--- config.mk ---
export PLATFORM = sky130hd
export DESIGN_NAME = pad_serial_tx_flat
export DESIGN_NICKNAME = d
export VERILOG_FILES = /design/src/rtl/pad_serial_pkg.sv /design/src/rtl/test_bus.sv /design/src/rtl/pad_bit_timer.sv /design/src/rtl/pad_serial_tx.sv /design/src/flat_wrapper.sv
export SDC_FILE = /design/constraint.sdc
export NUM_CORES = 1
export LEC_CHECK = 0
export ABC_AREA = 1
export BUFFER_PORTS_ARGS = -buffer_cell sky130_fd_sc_hd__buf_2
export CAP_MARGIN = 20
export CORE_MARGIN = 3
export CORE_UTILIZATION = 30
export DETAILED_ROUTE_END_ITERATION = 10
export SLEW_MARGIN = 20
export SYNTH_ARGS = -nofsm -noshare
export SYNTH_HDL_FRONTEND = slang
export SYNTH_HIERARCHICAL = 1
export SYNTH_SLANG_ARGS = --single-unit
--- constraint.sdc ---
create_clock -name clk -period 2.2 [get_ports clk]
set_clock_uncertainty 0.2 [all_clocks]
set_input_delay 0.66 -clock clk [delete_from_list [all_inputs] [get_ports clk]]
set_output_delay 0.66 -clock clk [all_outputs]
set_load 0.05 [all_outputs]
--- src/rtl/pad_serial_pkg.sv ---
// pad_serial_pkg: shared state encoding and default parameters for pad_serial_tx
package pad_serial_pkg;

  localparam int PAD_DATA_W_DEF       = 8;
  localparam int PAD_CLKS_PER_BIT_DEF = 4;

  typedef enum logic [1:0] {
    IDLE  = 2'd0,
    START = 2'd1,
    DATA  = 2'd2,
    STOP  = 2'd3
  } tx_state_e;

endpackage

--- src/rtl/test_bus.sv ---
// test_bus: single-wire test link carrying one serial pad
interface test_bus;

  logic test_pad;

  modport tx (output test_pad);
  modport rx (input test_pad);

endinterface

--- src/rtl/pad_bit_timer.sv ---
// pad_bit_timer: bit-period counter with a one-cycle strobe on the last cycle of each bit
module pad_bit_timer #(
  parameter int CLKS_PER_BIT = 4
) (
  input  logic clk,
  input  logic rst_n,
  input  logic restart,
  input  logic run,
  output logic bit_done
);

  localparam int CW = CLKS_PER_BIT > 1 ? $clog2(CLKS_PER_BIT) : 1;
  localparam logic [CW-1:0] LAST = CW'(CLKS_PER_BIT - 1);

  logic [CW-1:0] cnt;

  assign bit_done = run && cnt == LAST;

  always_ff @(posedge clk or negedge rst_n) begin
    if (!rst_n)
      cnt <= '0;
    else if (restart)
      cnt <= '0;
    else if (run)
      cnt <= bit_done ? '0 : cnt + 1'b1;
  end

endmodule

--- src/rtl/pad_serial_tx.sv ---
// pad_serial_tx: start/data/stop serial transmitter driving test_bus.test_pad
module pad_serial_tx
  import pad_serial_pkg::*;
#(
  parameter int DATA_W       = PAD_DATA_W_DEF,
  parameter int CLKS_PER_BIT = PAD_CLKS_PER_BIT_DEF
) (
  input  logic              clk,
  input  logic              rst_n,
  input  logic [DATA_W-1:0] tx_data,
  input  logic              tx_valid,
  output logic              tx_ready,
  output logic              busy,
  test_bus.tx               iface
);

  localparam int IW = $clog2(DATA_W + 1);

  localparam logic [1:0] S_IDLE  = IDLE;
  localparam logic [1:0] S_START = START;
  localparam logic [1:0] S_DATA  = DATA;
  localparam logic [1:0] S_STOP  = STOP;

  if (DATA_W < 1 || DATA_W > 32) begin : g_bad_data_w
    $error("pad_serial_tx: DATA_W must be 1..32");
  end

  if (CLKS_PER_BIT < 1 || CLKS_PER_BIT > 65535) begin : g_bad_clks
    $error("pad_serial_tx: CLKS_PER_BIT must be 1..65535");
  end

  logic [1:0]        state;
  logic [1:0]        nxt;
  logic [DATA_W-1:0] shift;
  logic [DATA_W-1:0] shift_nxt;
  logic [IW-1:0]     idx;
  logic              hs;
  logic              bit_done;
  logic              last_bit;
  logic              data_step;

  assign tx_ready  = state == S_IDLE;
  assign busy      = !tx_ready;
  assign hs        = tx_valid && tx_ready;
  assign last_bit  = idx == IW'(DATA_W - 1);
  assign data_step = state == S_DATA && bit_done;

  pad_bit_timer #(
    .CLKS_PER_BIT(CLKS_PER_BIT)
  ) u_timer (
    .clk      (clk),
    .rst_n    (rst_n),
    .restart  (hs),
    .run      (state != S_IDLE),
    .bit_done (bit_done)
  );

  always_comb begin
    nxt       = state == S_IDLE  ? (hs ? S_START : S_IDLE) :
                !bit_done        ? state :
                state == S_START ? S_DATA :
                state == S_DATA  ? (last_bit ? S_STOP : S_DATA) :
                                   S_IDLE;
    shift_nxt = hs ? tx_data : data_step ? shift >> 1 : shift;
  end

  // The pad is computed from the next state so it changes on the same edge as the FSM.
  always_ff @(posedge clk or negedge rst_n) begin
    if (!rst_n) begin
      state          <= S_IDLE;
      shift          <= '0;
      idx            <= '0;
      iface.test_pad <= 1'b1;
    end else begin
      state          <= nxt;
      shift          <= shift_nxt;
      idx            <= hs ? '0 : data_step ? idx + 1'b1 : idx;
      iface.test_pad <= nxt == S_START ? 1'b0 :
                        nxt == S_DATA  ? shift_nxt[0] :
                                         1'b1;
    end
  end

endmodule

--- src/flat_wrapper.sv ---
// flat-port wrapper written by rule: the top's interface ports become plain ports
module pad_serial_tx_flat import pad_serial_pkg::*;
#(
  parameter int DATA_W       = PAD_DATA_W_DEF,
  parameter int CLKS_PER_BIT = PAD_CLKS_PER_BIT_DEF
)
  (clk, rst_n, tx_data, tx_valid, tx_ready, busy, iface_test_pad);
  test_bus iface_i ();
  input  logic clk;
  input  logic rst_n;
  input  logic [DATA_W-1:0] tx_data;
  input  logic tx_valid;
  output logic tx_ready;
  output logic busy;
  output wire logic [$bits(iface_i.test_pad)-1:0] iface_test_pad;
  assign iface_test_pad = iface_i.test_pad;
  pad_serial_tx #(.DATA_W(DATA_W), .CLKS_PER_BIT(CLKS_PER_BIT)) u_core (.clk(clk), .rst_n(rst_n), .tx_data(tx_data), .tx_valid(tx_valid), .tx_ready(tx_ready), .busy(busy), .iface(iface_i));
endmodule
==> metrics.md, run 1 <==
| Metric | Value |
|---|---|
| Outcome | complete, no violations |
| Total chip power | 1.319 mW |
| Tot GR Track Use | between 10 and 15% |
| MaxCap Viol Count | 0 |
| Tmin final | 2110 ps |
| Cells after synthesis | slightly below 100 |
| FF-to-FF Start | u_core/state[1]$_DFF_PN0_ |
| Top achievable clock speed | around 470 MHz |
| CTS H-tree lvls | 1 |
| Unrepaired setup endpoints after global routing | no |
| Overflow after GRT | 0 |
| Final setup fails | 0 |
| First-pass GRT wire length | between 2000 and 3000 um |
| Syn_nets | 115 |
| Arr. time, crit path | ~1300 ps |
| Sw Ratio | approximately 45% |
| Dominant cell type by area after synthesis | dfrtp_1 |
| Die height | 60.03 um |
| CTS sink cnt | 17 |
| Filler cells | approximately 280 |
| Initial DRC count | 9 |
| CTS tree | built |
| Synth unique cells | 19 |
| Critical path type | reg2out |
| Hold crit path type | in2async |
| Largest net degree at the start of global routing | 18 |
| Floorplan row count | 18 |
| P_int | ~0.73 mW |
| DIE WIDTH | roughly 60 um |
| Syn-to-layout area delta | 18.29% |
| Fin. Hold Viols | 0 |
| Pins Over Slew Limit | 0 |
| Ys Warns | 6 |
| Syn Std Cell Area | around 900 sq um |
| Sequential share of the synthesized area | ~49% |
| I/O pin count | 14 |
| Routed WL per cell | 11.22 um |
| # hold bufs at CTS | 0 |
| Post-DP HPWL | about 1200 um |
| Largest cells by area after synthesis | dfrtp_1, nand2_1, ha_1 |
| RePlAce Congestion | around 0.7 |
| Die area | 3604 sq um |
| Initial Util | roughly 34% |
| Max clock buf depth | 2 |
| FF-to-FF path depth | 11 |
| Core Area | between 2000 and 3000 sq um |
| Combinational Power Share | 50.8% |
| Vias per cell | between 4 and 5 |
| Sw Pwr | between 0.5 and 0.6 mW |
| Register Area | roughly 430 sq um |
| Number of global-route vias before repair | around 690 |
| Startpoint Class | flip-flop |
| Register clock-pin slew on the reported worst setup and hold paths | roughly 110 ps |
| Fin crit share | between 90% and 100% |
| Register bit count reported by yosys | 17 |
| Top cell type's share of synthesized area | between 40% and 50% |
| Slew headroom | about three quarters |
| First-pass detailed-route iteration total | 4 |
| DR vias | 693 |
| CP Capture Type | output port |
| DRC Markers | 0 |
| Clock latency on the worst-skew pair | just under 300 ps |
| R2R setup slack | approximately 200 ps |
| Post-route ant nets | 0 |
| Worst slew pin tran | approximately 390 ps |
| WP data required | about 1300 ps |
| Post-layout nets | between 100 and 150 |
| Share of cells above drive strength 1 | slightly below 30% |
| R2R Path End | u_core/iface.test_pad$_DFF_PN1_ |
| Avg Synthesized Cell Area | ~8.8 sq um |
| CP Max Fanout | 3 |
| Multi-input combinational cell area | between 300 and 400 sq um |
| Cell Pwr Density | 1273 nW/um^2 |
| Power share of the clock group | about an eighth |
| CTS buffer count | 3 |
| Initial antenna violation count | 0 |
| Routed WL | roughly 1700 um |
| Sequential share of power | a little over a third |
| Lkg Pwr | about 0.53 nW |
| Port bufs | 13 |
| Ant diodes | 0 |
| Maximum vdd drop | approximately 830 uV |
| Setup total negative slack | 0 ps |
| Clock Tree Root | clkbuf_4 |
## synthesized netlist by cell type, drive strengths merged
cell type	instances
nand3	8
o21ai	7
inv	17
o211ai	2
o21bai	1
ha	5
nor2	8
a22oi	3
dfstp	1
a21oi	3
a22o	1
dfrtp	16
nand2	27
## layout make-up
| class | instances | share of cell area, % |
|---|---|---|
| flip-flops and latches | 17 | 41.18 |
| clock inverters | 1 | 0.4831 |
| repair buffers | 14 | 7.609 |
| clock buffers | 3 | 2.174 |
| multi-input cells | 65 | 38.41 |
| inverters | 17 | 6.522 |
| well taps | 30 | 3.623 |
## power groups by stage
| stage | logic (mW) | clock network (mW) | registers (mW) |
|---|---|---|---|
| floorplan | 0.498 | 0 | 0.512 |
| global placement | 0.632 | 0 | 0.485 |
| detailed placement | 0.644 | 0 | 0.487 |
| CTS | 0.682 | 0.176 | 0.483 |
| global route | 0.750 | 0.193 | 0.493 |
| finish | 0.669 | 0.168 | 0.481 |
## cells by family (layout without fill, tap and decap cells)
kind of cell             Yosys count  after routing  share of synthesized area (%)
AO/OA/AOI/OAI                     17             17                          13.43
buffers and inverters             17             35                          7.286
flip-flops                        17             17                          48.71
adder cells (fa/ha/maj)            5              5                          7.143
AND/OR/NAND/NOR                   43             43                          23.43
## critical path, cell delays in order, from the launching register on
cell	delay [ps]
dfrtp_1	410
inv_1	120
ha_4	170
buf_2	260
## flip-flops by register name, summed over array words and instances (netlist names)
name	flops
u_core/iface.test_pad	1
u_core/shift	8
u_core/idx	4
u_core/state	2
u_core/u_timer/cnt	2
## layout by cell type, fill, tap and decap left out, types with 4 or more instances in the layout
cell type	n
inv_2	4
buf_2	12
nand3_1	8
inv_1	12
nand2_2	4
nor2_1	6
nand2_1	23
ha_1	4
o21ai_0	5
dfrtp_1	16
## per-stage QoR
stage                     setup slack, ps  util (%)  hold WS [ps]  cell area [sq um]  instances
final                               89.54     39.66         71.01               1036        147
after global placement              304.7     38.07         252.5              994.7        142
after detailed placement            243.6     38.07         265.9              994.7        142
after global routing                30.01     39.66         69.55               1036        147
after CTS                           65.20     39.66         74.12               1036        147
after floorplan                     38.98         -         164.4              892.1         99
## repair_timing
action | in CTS | in global routing
endpoints found under the setup margin | 1 | 0
setup buffers | 1 | 0
endpoints found under the hold margin | 0 | 0
resized for setup | 3 | 0
## worst max path at each step
stage	startpoint	end	slack (ps)
2_1_floorplan	u_core/state[0]$_DFF_PN0_	u_core/iface.test_pad$_DFF_PN1_	40
3_3_place_gp	u_core/state[0]$_DFF_PN0_	busy	300
3_5_place_dp	u_core/state[0]$_DFF_PN0_	busy	240
4_1_cts	u_core/state[1]$_DFF_PN0_	tx_ready	70
5_1_grt	u_core/state[1]$_DFF_PN0_	tx_ready	30
6_report	u_core/state[1]$_DFF_PN0_	tx_ready	90
## per-layer routing
layer	wire length (um)	GRT usage, %	vias up
met3	112	4.536	2
met4	9	2.848	0
met2	782	18.21	16
met5	0	0	-
met1	745	12.25	320
li1	-	-	355
(Power assumes the default switching activity.)
==> inputs of run 2 (changes only) <==
Settings changed: RECOVER_POWER set to 100.
==> run 2 against run 1 <==
Net effect: hold slack improved by 200 ps; first-iteration DRC count increased by 89%; register-to-register slack about the same; global-route usage unchanged; cell count unchanged; die area unchanged; non-clock buffer count unchanged; largest cell class unchanged.
==> metrics.md, run 2 (synthesized netlist as in run 1, its figures left out) <==
| Metric | Value |
|---|---|
| First-pass detailed-route iteration total | 3 (-1) |
| Filler cells | 287 (+1.1%) |
| Sw Ratio | 44.71% (about the same) |
| GR Util met1 | 12.25% (unchanged) |
| Max clock buf depth | 2 (unchanged) |
| Routed WL per cell | 11.21 um (-0.12%) |
| Top achievable clock speed | 472.6 MHz (-0.25%) |
| Placed cells | 142 (unchanged) |
| Post-DP HPWL | 1249 um (unchanged) |
| Multi-input combinational cell area | 387.9 sq um (-2.5%) |
| Tot GR Track Use | 10.70% (unchanged) |
| Global Route met3 Usage | 4.536% (unchanged) |
| Fin. Hold Viols | 0 (unchanged) |
| CTS buffer count | 3 (unchanged) |
| Largest registers | u_core/shift (8), u_core/idx (4) |
| CTS sink cnt | 17 (unchanged) |
| Routed WL | 1648 um (-0.12%) |
| Initial Util | 33.52% (unchanged) |
| Ant diodes | 0 (unchanged) |
| Register clock-pin slew on the reported worst setup and hold paths | 110 ps (about the same) |
| Outcome | complete, no violations |
| Syn-to-layout area delta | 16.57% |
| Post-layout nets | 134 (unchanged) |
| MaxCap Viol Count | 0 (unchanged) |
| Unrepaired setup endpoints after global routing | no |
| RePlAce Congestion | 0.6982 (unchanged) |
| CTS H-tree lvls | 1 (unchanged) |
| Die height | 60.03 um (unchanged) |
| Busiest grt layer | met2 |
| Register Area | 426.7 sq um (unchanged) |
| Arr. time, crit path | 1260 ps (about the same) |
| DRC Markers | 0 (unchanged) |
| Post-route ant nets | 0 (unchanged) |
| DR vias | 694 (+0.14%) |
| Floorplan row count | 18 (unchanged) |
| Largest net degree at the start of global routing | 18 (unchanged) |
| CTS tree | built |
| Clock latency on the worst-skew pair | 290 ps (about the same) |
| WP data required | 1340 ps (about the same) |
| Commonest non-fill, non-tap cell in the layout | nand2_1 |
| Sw Pwr | 0.5810 mW (-1.4%) |
| Most frequent cells in the layout | nand2_1, dfrtp_1, inv_1 |
| Combinational Power Share | 50.0% (-0.8 points) |
| Initial DRC count | 17 (+8) |
| Slew headroom | 38.42% (-36 points) |
| Power share of the clock group | 12.9% (about the same) |
| Sequential share of power | 37.1% (+0.6 points) |
| Clock Tree Root | clkbuf_4 |
| Critical path type | reg2out |
| CP Capture Type | output port |
| Setup total negative slack | 0 ps (unchanged) |
| CP Max Fanout | 3 (unchanged) |
| Initial antenna violation count | 0 (unchanged) |
| Die area | 3604 sq um (unchanged) |
| DIE WIDTH | 60.03 um (unchanged) |
| Tmin final | 2116 ps (+5.353 ps) |
| Lkg Pwr | 0.5298 nW (-0.62%) |
| Number of global-route vias before repair | 687 (unchanged) |
| Final std cells w/o fill | 147 (unchanged) |
| Final setup fails | 0 (unchanged) |
| Startpoint Class | flip-flop |
| First-pass GRT wire length | 2884 um (unchanged) |
| P_int | 0.7185 mW (-1.5%) |
| Fin crit share | 96.17% (+0.24 points) |
| Hold crit path type | in2async |
| Core Area | 2613 sq um (unchanged) |
| Overflow after GRT | 0 (unchanged) |
| I/O pin count | 14 (unchanged) |
| Cell Pwr Density | 1273 nW/um^2 (about the same) |
| Port bufs | 13 (unchanged) |
| # hold bufs at CTS | 0 (unchanged) |
| Worst slew pin tran | 923.7 ps (+535.6 ps) |
| Most flop-heavy register | u_core/shift |
| Maximum vdd drop | 822.9 uV (-1.2%) |
| Vias per cell | 4.721 (+0.14%) |
| Pins Over Slew Limit | 0 (unchanged) |
| Share of cells above drive strength 1 | 24.79% (-4.3 points) |
| Largest register FFs | 8 (unchanged) |
| Met2 Track Usage GR | 18.21% (unchanged) |
## run 2: cell type report
class                   count  area share (%)
inverters                  17           6.618
well taps                  30           3.676
flip-flops and latches     17           41.79
clock inverters             1          0.4902
multi-input cells          65           37.99
repair buffers             14           7.230
clock buffers               3           2.206
## run 2: timing repair
item	4_1_cts	5_1_grt
setup endpoints to repair	1	0
buffers inserted	1	0
resized for setup	3	0
hold endpoints to repair	0	0
## run 2: per-stage QoR
stage                     area [sq um]  hold WS [ps]  power, mW  setup WS (ps)  utilization [%]
after floorplan                  892.1         164.4      1.010          38.98                -
after global placement           994.7         252.5      1.116          304.7            38.07
after detailed placement         994.7         265.9      1.131          243.6            38.07
after CTS                         1036         74.12      1.341          65.20            39.66
after global routing              1021         298.9      1.417          21.12            39.08
final                             1021         271.0      1.299          84.19            39.08
## run 2: power by group through the flow
stage,Sequential (mW),Combinational (mW),Clock (mW)
CTS,0.483,0.682,0.176
global route,0.493,0.731,0.193
floorplan,0.512,0.498,0
detailed placement,0.487,0.644,0
global placement,0.485,0.632,0
finish,0.482,0.650,0.167
## run 2: per-layer routing
metal,wire length [um],up-vias
li1,-,355
met1,762,323
met2,774,14
met3,100,2
met4,9,0
met5,0,-
## run 2: worst max-delay path, cell delays in order, from the launching register on
cell,delay [ps]
dfrtp_1,410
inv_1,120
ha_4,170
clkbuf_2,270
## run 2: worst paths after layout
path / end / slack, ps / start / cells after the start
min in group clk: u_core/idx[3]$_DFFE_PN0P_ / 280 / u_core/idx[3]$_DFFE_PN0P_ / 1
setup / recovery: tx_ready / 80 / u_core/state[1]$_DFF_PN0_ / 3
hold / removal: u_core/shift[0]$_DFF_PN0_ / 270 / rst_n / 1
setup reg to reg: u_core/shift[2]$_DFFE_PN0P_ / 190 / u_core/state[1]$_DFF_PN0_ / 10
max in group asynchronous: u_core/u_timer/cnt[0]$_DFFE_PN0P_ / 960 / rst_n / 1
hold reg to reg: u_core/idx[3]$_DFFE_PN0P_ / 280 / u_core/idx[3]$_DFFE_PN0P_ / 1
==> inputs of run 3 (changes only) <==
Settings changed: CAP_MARGIN 20 to unset, MAX_ROUTING_LAYER set to met4.
==> run 3 against run 2 <==
Net effect: power barely moved; critical path type unchanged; critical endpoint unchanged; core utilization did not move; largest power group unchanged; register-to-register slack barely moved.
==> metrics.md, run 3 (synthesized netlist as in run 1, its figures left out) <==
| Metric | Value |
|---|---|
| Port bufs | 13 (unchanged) |
| Die area | 3604 sq um (unchanged) |
| Dpl cell area | 994.7 sq um (unchanged) |
| Clock latency on the worst-skew pair | 290 ps (about the same) |
| CTS buffer count | 3 (unchanged) |
| Startpoint Class | flip-flop |
| DIE WIDTH | 60.03 um (unchanged) |
| Cell Pwr Density | 1272 nW/um^2 (about the same) |
| Filler cells | 287 (unchanged) |
| Critical path type | reg2out |
| Floorplan row count | 18 (unchanged) |
| Setup total negative slack | 0 ps (unchanged) |
| Total chip power | 1.299 mW (about the same) |
| Fin crit share | 96.18% (about the same) |
| CP Max Fanout | 3 (unchanged) |
| RePlAce Congestion | 0.7058 (+1.1%) |
| CTS tree | built |
| Largest net degree at the start of global routing | 18 (unchanged) |
| CP max-delay cell | dfrtp_1 |
| Core Area | 2613 sq um (unchanged) |
| I/O pin count | 14 (unchanged) |
| Routed WL | 1643 um (-0.30%) |
| Worst Hold Slack | 270.9 ps (-0.1060 ps) |
| Overflow after GRT | 0 (unchanged) |
| Largest registers | u_core/shift (8), u_core/idx (4) |
| WP data required | 1340 ps (about the same) |
| Top achievable clock speed | 472.6 MHz (about the same) |
| Clock Tree Root | clkbuf_4 |
| CP Capture Type | output port |
| Critical-path cell list | inv_1 > ha_4 > clkbuf_2 |
| CP delay by family, top | flip-flops |
| Syn-to-layout area delta | 16.57% (unchanged) |
| Largest register FFs | 8 (unchanged) |
| Vias per cell | 4.728 (+0.14%) |
| Commonest non-fill, non-tap cell in the layout | nand2_1 |
| Outcome | complete, no violations |
| Most flop-heavy register | u_core/shift |
| Lkg Pwr | 0.5298 nW (unchanged) |
| DRC Markers | 0 (unchanged) |
| DR vias | 695 (+0.14%) |
| MaxCap Viol Count | 0 (unchanged) |
| CTS H-tree lvls | 1 (unchanged) |
| First-pass detailed-route iteration total | 3 (unchanged) |
| Initial DRC count | 17 (unchanged) |
| Pins Over Slew Limit | 0 (unchanged) |
| Initial antenna violation count | 0 (unchanged) |
| Final instance area | 1021 sq um (unchanged) |
| Most frequent cells in the layout | nand2_1, dfrtp_1, inv_1 |
| Unrepaired setup endpoints after global routing | no |
| Slew headroom | 38.42% (about the same) |
| Post-layout nets | 134 (unchanged) |
| Routed WL per cell | 11.18 um (-0.30%) |
| Hold crit path type | in2async |
| CTS sink cnt | 17 (unchanged) |
| Max stage delay on crit path | 410 ps (about the same) |
| Die height | 60.03 um (unchanged) |
| Initial Util | 33.52% (unchanged) |
| Maximum vdd drop | 822.9 uV (about the same) |
| Post-route ant nets | 0 (unchanged) |
| Arr. time, crit path | 1260 ps (about the same) |
| Tmin final | 2116 ps (+0.05600 ps) |
| Post-DP HPWL | 1249 um (unchanged) |
| Share of cells above drive strength 1 | 24.79% (unchanged) |
| First-pass GRT wire length | 2884 um (unchanged) |
| Register clock-pin slew on the reported worst setup and hold paths | 110 ps (about the same) |
| Ant diodes | 0 (unchanged) |
| Worst slew pin tran | 923.7 ps (-0.02575 ps) |
| Tot GR Track Use | 11.01% (+0.31 points) |
| Max clock buf depth | 2 (unchanged) |
| Number of global-route vias before repair | 686 (-0.15%) |
| CP bufs+invs | 2 (unchanged) |
| Final setup fails | 0 (unchanged) |
| Fin. Hold Viols | 0 (unchanged) |
[run 3: cell counts in the layout (fill, tap and decap cells not counted)]
No cell type changed its count.
[run 3: final timing paths]
path | depth (start not counted) | start | endpoint | slack (ps)
max | 3 | u_core/state[1]$_DFF_PN0_ | tx_ready | 80
min | 1 | rst_n | u_core/shift[0]$_DFF_PN0_ | 270
max in group asynchronous | 1 | rst_n | u_core/u_timer/cnt[0]$_DFFE_PN0P_ | 960
min reg2reg | 1 | u_core/idx[3]$_DFFE_PN0P_ | u_core/idx[3]$_DFFE_PN0P_ | 280
max reg2reg | 10 | u_core/state[1]$_DFF_PN0_ | u_core/shift[2]$_DFFE_PN0P_ | 190
min in group clk | 1 | u_core/idx[3]$_DFFE_PN0P_ | u_core/idx[3]$_DFFE_PN0P_ | 280
[run 3: report_power, final]
group	internal [mW]	leakage, nW	switching [mW]	total (mW)
clock network	0.0676	0.0177	0.0998	0.167
logic	0.219	0.297	0.431	0.650
registers	0.431	0.215	0.0503	0.482
[run 3: worst register-to-register path: cells and delay by family (launching register included)]
family / cells / cell delay (ps)
buffers and inverters: 5 / 580
AND/OR/NAND/NOR: 3 / 460
flip-flops: 1 / 390
adder cells (fa/ha/maj): 1 / 180
AO/OA/AOI/OAI: 1 / 140
[run 3: routing by layer]
layer / part of all wire, % / track usage (%)
met1: 47 / 12.52
met2: 47 / 18.21
met3: 5.6 / 4.104
met4: 0.30 / 2.848
met5: 0 / -
[run 3: repair_timing]
action	CTS	global route
endpoints found under the setup margin	1	0
buffers inserted	1	0
hold endpoints to repair	0	0
resized for setup	3	0
hold buffers	0	0
[run 3: final cells by class]
type	instances	area, sq um	area share (%)
Multi-Input combinational cell	65	387.9	37.99
Clock inverter	1	5.005	0.4902
Timing Repair Buffer	14	73.82	7.230
Clock buffer	3	22.52	2.206
Inverter	17	67.56	6.618
Sequential cell	17	426.7	41.79
Tap cell	30	37.54	3.676
[run 3: metrics by stage]
step | worst slack, ps | util (%) | instances
3_5_place_dp | 243.6 | 38.07 | 142
6_report | 84.13 | 39.08 | 147
3_3_place_gp | 304.7 | 38.07 | 142
4_1_cts | 65.20 | 39.66 | 147
2_1_floorplan | 38.98 | - | 99
5_1_grt | 21.11 | 39.08 | 147
